`src/rtl/seg_scan_driver.sv`:
```
// 8-digit time-multiplexed seven-segment scan driver with tear-free frame-boundary updates.
// Optional build macro LEADING_ZERO_BLANK_EN enables leading-zero suppression.
module seg_scan_driver #(
  parameter int TICK_DIV     = 100000,
  parameter int BLANK_CYCLES = 200
) (
  input  logic        clk,
  input  logic        rst,
  input  logic [31:0] data,
  input  logic [7:0]  en_mask,
  input  logic [7:0]  dp_mask,
  input  logic        load,
  output logic [7:0]  AN,
  output logic [7:0]  Ca,
  output logic        frame_start
);

  localparam int CW = (TICK_DIV > 1) ? $clog2(TICK_DIV) : 1;
  localparam logic [CW-1:0] LAST_CNT  = CW'(TICK_DIV - 1);
  localparam logic [CW-1:0] BLANK_CNT = CW'(BLANK_CYCLES);

  typedef enum logic {ST_BLANK, ST_DRIVE} slot_state_t;
  localparam slot_state_t SLOT0_STATE = (BLANK_CYCLES == 0) ? ST_DRIVE : ST_BLANK;

  logic [CW-1:0] cnt_reg, cnt_next;
  logic [2:0]    idx_reg;
  slot_state_t   state_reg, state_next;
  logic [31:0]   shadow_data_reg, pend_data_reg;
  logic [7:0]    shadow_en_reg, shadow_dp_reg, pend_en_reg, pend_dp_reg;
  logic          pend_valid_reg;
  logic          seen_boundary_reg;
  logic [7:0]    an_reg, an_next, ca_reg, ca_next;
  logic          frame_start_reg;
  logic          wrap, boundary;
  logic [3:0]    cur_nibble;
  logic [7:0]    show_mask;

  function automatic logic [6:0] hex_to_seg(input logic [3:0] h);
    case (h)
      4'h0: return 7'h3F;  4'h1: return 7'h06;  4'h2: return 7'h5B;  4'h3: return 7'h4F;
      4'h4: return 7'h66;  4'h5: return 7'h6D;  4'h6: return 7'h7D;  4'h7: return 7'h07;
      4'h8: return 7'h7F;  4'h9: return 7'h6F;  4'hA: return 7'h77;  4'hB: return 7'h7C;
      4'hC: return 7'h39;  4'hD: return 7'h5E;  4'hE: return 7'h79;  default: return 7'h71;
    endcase
  endfunction

  assign wrap       = (cnt_reg == LAST_CNT);
  assign boundary   = wrap && (idx_reg == 3'd7);
  assign cur_nibble = shadow_data_reg[{idx_reg, 2'b00} +: 4];

`ifdef LEADING_ZERO_BLANK_EN
  logic higher_zero;

  // A zero digit is hidden only while nothing non-zero and enabled sits to its left.
  always_comb begin
    show_mask   = shadow_en_reg;
    higher_zero = 1'b1;
    for (int k = 1; k < 8; k++) begin
      higher_zero = 1'b1;
      for (int j = k + 1; j < 8; j++) begin
        if (shadow_en_reg[j] && (shadow_data_reg[4*j +: 4] != 4'h0)) higher_zero = 1'b0;
      end
      if ((shadow_data_reg[4*k +: 4] == 4'h0) && higher_zero) show_mask[k] = 1'b0;
    end
  end
`else
  for (genvar gi = 0; gi < 8; gi++) begin : g_show
    assign show_mask[gi] = shadow_en_reg[gi];
  end
`endif

  always_comb begin
    cnt_next   = wrap ? '0 : cnt_reg + CW'(1);
    state_next = state_reg;
    an_next    = 8'hFF;
    ca_next    = 8'hFF;
    if (wrap) begin
      state_next = SLOT0_STATE;
    end else if (cnt_next == BLANK_CNT) begin
      state_next = ST_DRIVE;
    end
    if (state_reg == ST_DRIVE && show_mask[idx_reg]) begin
      an_next = ~(8'b1 << idx_reg);
      ca_next = {~shadow_dp_reg[idx_reg], ~hex_to_seg(cur_nibble)};
    end
  end

  always_ff @(posedge clk) begin
    if (rst) begin
      cnt_reg           <= '0;
      idx_reg           <= '0;
      state_reg         <= SLOT0_STATE;
      shadow_data_reg   <= '0;
      shadow_en_reg     <= '0;
      shadow_dp_reg     <= '0;
      pend_data_reg     <= '0;
      pend_en_reg       <= '0;
      pend_dp_reg       <= '0;
      pend_valid_reg    <= 1'b0;
      seen_boundary_reg <= 1'b0;
      an_reg            <= 8'hFF;
      ca_reg            <= 8'hFF;
      frame_start_reg   <= 1'b0;
    end else begin
      cnt_reg   <= cnt_next;
      state_reg <= state_next;
      an_reg    <= an_next;
      ca_reg    <= ca_next;
      if (wrap) idx_reg <= idx_reg + 3'd1;
      if (boundary) seen_boundary_reg <= 1'b1;
      // Pulse lines up with the first output cycle of slot 0, skipping the post-reset frame.
      frame_start_reg <= (cnt_reg == '0) && (idx_reg == 3'd0) && seen_boundary_reg;

      if (load) begin
        pend_data_reg <= data;
        pend_en_reg   <= en_mask;
        pend_dp_reg   <= dp_mask;
      end
      if (boundary && load) begin
        shadow_data_reg <= data;
        shadow_en_reg   <= en_mask;
        shadow_dp_reg   <= dp_mask;
        pend_valid_reg  <= 1'b0;
      end else if (boundary && pend_valid_reg) begin
        shadow_data_reg <= pend_data_reg;
        shadow_en_reg   <= pend_en_reg;
        shadow_dp_reg   <= pend_dp_reg;
        pend_valid_reg  <= 1'b0;
      end else if (load) begin
        pend_valid_reg  <= 1'b1;
      end
    end
  end

  assign AN          = an_reg;
  assign Ca          = ca_reg;
  assign frame_start = frame_start_reg;

endmodule

```
`config.mk`:
```
export PLATFORM = sky130hd
export DESIGN_NAME = seg_scan_driver
export DESIGN_NICKNAME = d
export VERILOG_FILES = /design/src/rtl/seg_scan_driver.sv
export SDC_FILE = /design/constraint.sdc
export NUM_CORES = 1
export LEC_CHECK = 0
export ABC_AREA = 1
export CAP_MARGIN = 40
export CORE_ASPECT_RATIO = 1.4
export CORE_MARGIN = 10
export CORE_UTILIZATION = 29
export DETAILED_ROUTE_END_ITERATION = 8
export PLACE_DENSITY = 0.48
export SETUP_SLACK_MARGIN = 0.5
export SLEW_MARGIN = 0
export SYNTH_ARGS = -nofsm -noshare
export SYNTH_HDL_FRONTEND = slang
export SYNTH_SLANG_ARGS = --single-unit
```
`constraint.sdc`:
```
create_clock -name clk -period 2.45 [get_ports clk]
set_input_delay 0.245 -clock clk [delete_from_list [all_inputs] [get_ports clk]]
set_output_delay 0.245 -clock clk [all_outputs]
set_load 0.03 [all_outputs]
```
# == After elaboration in Yosys (flattened, before gate mapping) ==
# Memories as Yosys holds them, arrays and structs flattened.
# Index checks and enable logic that the tools add are counted.
# totals
input_bits,51
output_inout_bits,17
reg_bits,136
mem_bits_ro,112
elab_cells,51
mem_count,1
# memory_table
name,words,width,read_ports,rd_clocked_by_memory_dff,write_ports,line_no,text
(no name shown),16,7,1,0,0,39,case (h)
# op_classes
muxes,12
bitwise,4
order_cmp,1
shift,2
n_addsub,2
n_eq_ne,3
n_reduce_logical,12
# op_table
operator,n
32-bit 2-to-1 mux,2
8-bit 2-to-1 mux,4
32-bit by 6-bit indexed part select with 4-bit output,1
"17-bit by 1-bit adder with 17-bit output, second input constant",1
"17-bit equality test, second input constant",1
"17-bit by 8-bit equality test with 1-bit output, second input constant",1
17-bit logical NOT,1
17-bit 2-to-1 mux,1
8-bit NOT,1
"1-bit by 3-bit left shift with 8-bit output, first input constant",1
7-bit 2-to-1 mux,1
7-bit NOT,1
1-bit binary-select mux with 3-bit select,2
1-bit logical AND,6
"3-bit by 4-bit < comparator with 1-bit output, second input constant",1
2-bit OR reduction,2
"3-bit by 1-bit adder with 3-bit output, second input constant",1
"3-bit equality test, second input constant",1
3-bit logical NOT,1
3-bit OR reduction,1
1-bit 2-to-1 mux,2
1-bit NOT,2
2-bit nonzero test,1

# == Logic depth before layout (Yosys ltp) ==
# logic_depth
ltp_word,5
ltp_mapped,13
ltp_nobuf,12

# == Least setup slack after synthesis ==
# OpenSTA, ideal clock, no wires.
# synth_timing
path_type,reg-to-reg
start,register idx_reg[0]
end,"register ca_reg[0], in the netlist Ca[0]"
setup_time_ps,128
n_path_buf,2
stages_incl_launch_ff,14
synth_period_minus_slack_ps,1892
required_time_ps,2322
setup_slack_ps,558
arrival_time_ps,1764
path_cell_list,dfxtp_1 > buf_4 > inv_4 > buf_4 > nor2_1 > o22ai_1 > inv_1 > o21ai_1 > inv_1 > ha_1 > inv_1 > a21oi_1 > o21ai_0 > nand3_1
# synth_via
elab_chain_cells,5
# synth_lines
item,line_no,text
"start, declared",26,logic [2:0] idx_reg;
"start signal, assigned",109,if (wrap) idx_reg <= idx_reg + 3'd1;
branches (longest 5 deep; another with memory read 16 x 7 bit),--,
"end signal, assigned",108,ca_reg <= ca_next;
"end, declared",32,"logic [7:0] an_reg, an_next, ca_reg, ca_next;"
# Several ways; the timed one is not identified. The select of a mux whose other input is x is not followed.
# A chain may end at the register's enable or synchronous reset.

# == Final worst setup path ==
# layout_timing
start,register idx_reg[0]
end,"register ca_reg[2], in the netlist Ca[2]"
# Same word-level chain as after synthesis.

==> out/qor.csv <==
stage;metric;value;unit
floorplanning;die_y;192.3;um
yosys;yosysWarnings;0;
global_routing;grt_first_pass_wirelength;28.49;mm
power_and_ir_drop;leakage;0.003118;uW
routing;routed-via-count;5624;
global_routing;global_route.overflow_total;0;
worst_setup_path;timing.rr.start;idx_reg[0]$_SDFFE_PP0N_;
yosys;synth_sequential_area_ratio;0.4428;
yosys;syn-instance-count;820;
worst_setup_path;reg2reg_slack;0.59;ns
placed_design;dp.final_hpwl;11.78;mm
finish;seq_area;0.002741;sq mm
floorplanning;dieWidth;143.1;um
cts;tritoncts.num_buffers;17;
routing;antenna_violating_nets_post_route;0;
worst_setup_path;endpoint_of_the_most_critical_register_to_register_path;Ca[2]$_SDFF_PP1_;
worst_setup_path;r2r_cells;7;
routing;route.final.wire_length;17.45;mm
cts;cts.clk_slew.worst_paths;0.06;ns
worst_setup_path;critPathCaptureType;flop;
finish;multi_input_logic_area;0.003072;sq mm
power_and_ir_drop;vdd_drop_max;449.8;uV
sta;setup-tns-final;0;ns
routing;initialDrtViolationCount;406;
worst_hold_path;min_to;frame_start$_SDFF_PP0_;
finish;layout-drive-gt1-share;0.1386;
worst_hold_path;min_path_cells;4;
cts;ctsHtreeMaxLevel;4;
global_routing;grtUsageTotal;0.1294;
global_routing;grt_pass1_vias;5425;
sta;finClkSkew;0.008828;ns
placed_design;globalplace.congestion;0.8259;
worst_setup_path;crit_arrival;2.16;ns
finish;flow.area_growth_from_synthesis;30.18;%
sta;worstMarginPinSlew;0.7504;ns
cts;clkSinkCount;136;
worst_setup_path;max_fo_critical_path;15;
yosys;synth_enable_flop_cells;0;
floorplanning;top_level_ports;68;
global_routing;initial_antenna_violation_count;1;
yosys;dominant_synthesized_flop_cell;sky130_fd_sc_hd__dfxtp_1;
yosys;synth_seq_cells;136;
floorplanning;floorplan.initialDensity;0.2921;
sta;post-route-period-util;0.7601;
sta;post-route-min-period;1.862;ns
sta;slew_viol_final;0;
yosys;synth_nets;885;
cts;cts.path.max_buffers;2;
sta;timing_hold_violations_final;0;
worst_hold_path;hold_path_class;in -> reg;
routing;avg_wl_per_cell;15.00;um
placed_design;place.port_buffers;67;
worst_setup_path;crit_path_start_kind;flop;
yosys;synth_area;0.006148;sq mm
routing;drc;0;
sta;max_clock_freq;0.5370;GHz
finish;final.fill_count;2196;
cts;clkLatencyLatePin;0.42;ns
yosys;synth-async-reset-ratio;0;
power_and_ir_drop;finalPower;5150;uW
cts;clock_tree.root_cell;sky130_fd_sc_hd__clkbuf_16;
sta;timing.final.setup_violations;0;
outcome;status;completed;
cts;cts_hold_buf;0;
floorplanning;num_rows;63;
floorplanning;fp.dieArea;0.02751;sq mm
run;max_cap_viol_count;0;
floorplanning;core_ar;0.02105;sq mm
worst_setup_path;critical_path_class;reg -> reg;
worst_hold_path;min-delay-start;rst;
power_and_ir_drop;power.density;643.4;mW/mm^2
worst_setup_path;worst-endpoint-required;2.74;ns
yosys;post_synth_num_cell_types;37;
sta;worst_slew_margin_rel;0.4998;
routing;drtPass1Iterations;5;
finish;final_net_count;955;
sta;rsz0062_at_grt;true;
yosys;synth.avg_cell_area;7.498;sq um
global_routing;grt_start_max_net_pins;65;
cts;tritoncts_clock_tree;built;
routing;viasPerCell;4.836;
logic make-up (layout without fill, tap and decap cells):
group,after synthesis,in the layout,share of synthesized area
other,0,1,0
buffers and inverters,108,188,0.08181
adder cells (fa/ha/maj),14,14,0.02849
AND/OR/NAND/NOR,338,340,0.2304
XOR/XNOR,3,3,0.004274
flip-flops,136,136,0.4428
AO/OA/AOI/OAI,221,221,0.2123
report_power, final:
| part | internal (uW) | total, uW | switching [uW] | leakage (uW) |
|---|---|---|---|---|
| registers | 2260 | 2290 | 26.6 | 0.00111 |
| clock network | 1600 | 2580 | 976 | 0.000279 |
| logic | 132 | 288 | 156 | 0.00173 |
| total | 3990 | 5150 | 1160 | 0.00312 |
worst max-delay path, cell delays in order, from the launching register on:
cell and delay, ns:
sky130_fd_sc_hd__dfxtp_4 0.43, sky130_fd_sc_hd__buf_6 0.18, sky130_fd_sc_hd__o21ai_0 0.11, sky130_fd_sc_hd__o211ai_1 0.26, sky130_fd_sc_hd__nand3_1 0.22, sky130_fd_sc_hd__a31oi_4 0.21, sky130_fd_sc_hd__buf_4 0.23, sky130_fd_sc_hd__o211ai_1 0.10
cell type report:
class	count	share of cell area
antenna	1	0.0003126
inverter	55	0.02798
clock inverter	10	0.01501
timing repair buffer	102	0.1297
tap	260	0.04064
clock buffer	21	0.06003
sequential	136	0.3425
multi-input combinational	578	0.3838
cell usage after synthesis (2+ instances only):
| master | number | area, sq um |
|---|---|---|
| sky130_fd_sc_hd__o211ai_1 | 6 | 45.04 |
| sky130_fd_sc_hd__o21ai_1 | 16 | 80.08 |
| sky130_fd_sc_hd__nand2_2 | 4 | 25.02 |
| sky130_fd_sc_hd__buf_6 | 4 | 45.04 |
| sky130_fd_sc_hd__nand2_1 | 180 | 675.7 |
| sky130_fd_sc_hd__nand3_1 | 37 | 185.2 |
| sky130_fd_sc_hd__nor2_4 | 3 | 33.78 |
| sky130_fd_sc_hd__nand4_1 | 8 | 50.05 |
| sky130_fd_sc_hd__clkbuf_1 | 26 | 97.59 |
| sky130_fd_sc_hd__o21bai_1 | 2 | 15.01 |
| sky130_fd_sc_hd__a21oi_2 | 10 | 87.58 |
| sky130_fd_sc_hd__o22ai_1 | 32 | 200.2 |
| sky130_fd_sc_hd__nor4_1 | 2 | 12.51 |
| sky130_fd_sc_hd__a2111oi_0 | 20 | 175.2 |
| sky130_fd_sc_hd__buf_2 | 12 | 60.06 |
| sky130_fd_sc_hd__buf_8 | 2 | 30.03 |
| sky130_fd_sc_hd__nand3_2 | 2 | 20.02 |
| sky130_fd_sc_hd__nor2_1 | 95 | 356.6 |
| sky130_fd_sc_hd__nor3_1 | 4 | 20.02 |
| sky130_fd_sc_hd__xor2_1 | 3 | 26.28 |
| sky130_fd_sc_hd__ha_1 | 14 | 175.2 |
| sky130_fd_sc_hd__inv_1 | 52 | 195.2 |
| sky130_fd_sc_hd__buf_4 | 7 | 52.55 |
| sky130_fd_sc_hd__a21oi_1 | 74 | 370.4 |
| sky130_fd_sc_hd__dfxtp_1 | 136 | 2723 |
| sky130_fd_sc_hd__o21ai_0 | 57 | 285.3 |
| sky130_fd_sc_hd__inv_2 | 2 | 7.510 |
placed cells by master, fill, tap and decap left out, types with 12 or more instances in the layout:
cell,Yosys,routed
sky130_fd_sc_hd__o22ai_1,32,32
sky130_fd_sc_hd__nand2_1,180,177
sky130_fd_sc_hd__o21ai_0,57,56
sky130_fd_sc_hd__clkdlybuf4s50_1,0,65
sky130_fd_sc_hd__nor2_1,95,91
sky130_fd_sc_hd__dfxtp_1,136,129
sky130_fd_sc_hd__inv_1,52,47
sky130_fd_sc_hd__a21oi_1,74,72
sky130_fd_sc_hd__o21ai_1,16,15
sky130_fd_sc_hd__a2111oi_0,20,16
sky130_fd_sc_hd__buf_4,7,22
sky130_fd_sc_hd__nand3_1,37,37
sky130_fd_sc_hd__a21oi_2,10,12
sky130_fd_sc_hd__clkbuf_16,0,17
per-layer routing:
metal,track usage,part of all wire
met5,0,0
met4,0.04853,0.014
met3,0.03004,0.043
met2,0.2205,0.51
met1,0.1544,0.44
worst max-delay path by stage:
stage / start / endpoint / slack (ns) / depth (start not counted)
floorplan: idx_reg[0]$_SDFFE_PP0N_ / Ca[0]$_SDFF_PP1_ / 0.56 / 13
global placement: idx_reg[1]$_SDFFE_PP0N_ / Ca[3]$_SDFF_PP1_ / 0.09 / 9
detailed placement: idx_reg[1]$_SDFFE_PP0N_ / Ca[3]$_SDFF_PP1_ / 0.06 / 9
CTS: idx_reg[1]$_SDFFE_PP0N_ / shadow_data_reg[4]$_SDFFE_PP0P_ / 0.51 / 7
global route: cnt_reg[1]$_SDFF_PP0_ / state_reg$_SDFFE_PP0N_ / 0.48 / 9
finish: idx_reg[0]$_SDFFE_PP0N_ / Ca[2]$_SDFF_PP1_ / 0.59 / 7
metrics by stage:
| stage | utilization | worst slack, ns | cells | hold slack [ns] | area, sq um |
|---|---|---|---|---|---|
| final | 0.3803 | 0.5878 | 1163 | 0.1736 | 8004 |
| after global routing | 0.3803 | 0.4806 | 1163 | 0.2098 | 8004 |
| after CTS | 0.3714 | 0.5058 | 1154 | 0.1574 | 7818 |
| after detailed placement | 0.3339 | 0.05930 | 1114 | 0.4464 | 7028 |
| after global placement | 0.3339 | 0.08891 | 1114 | 0.4435 | 7028 |
| after floorplan | - | 0.5578 | 820 | 0.3940 | 6148 |
what timing repair did:
item                                    in CTS  in global routing
setup buffers                                6                  7
resized for setup                           21                 37
cloned                                       3                  1
pin swaps                                    3                 12
endpoints found under the setup margin      64                 56
hold endpoints to repair                     0                  0
No activity file was read; power rests on OpenSTA's default activity.
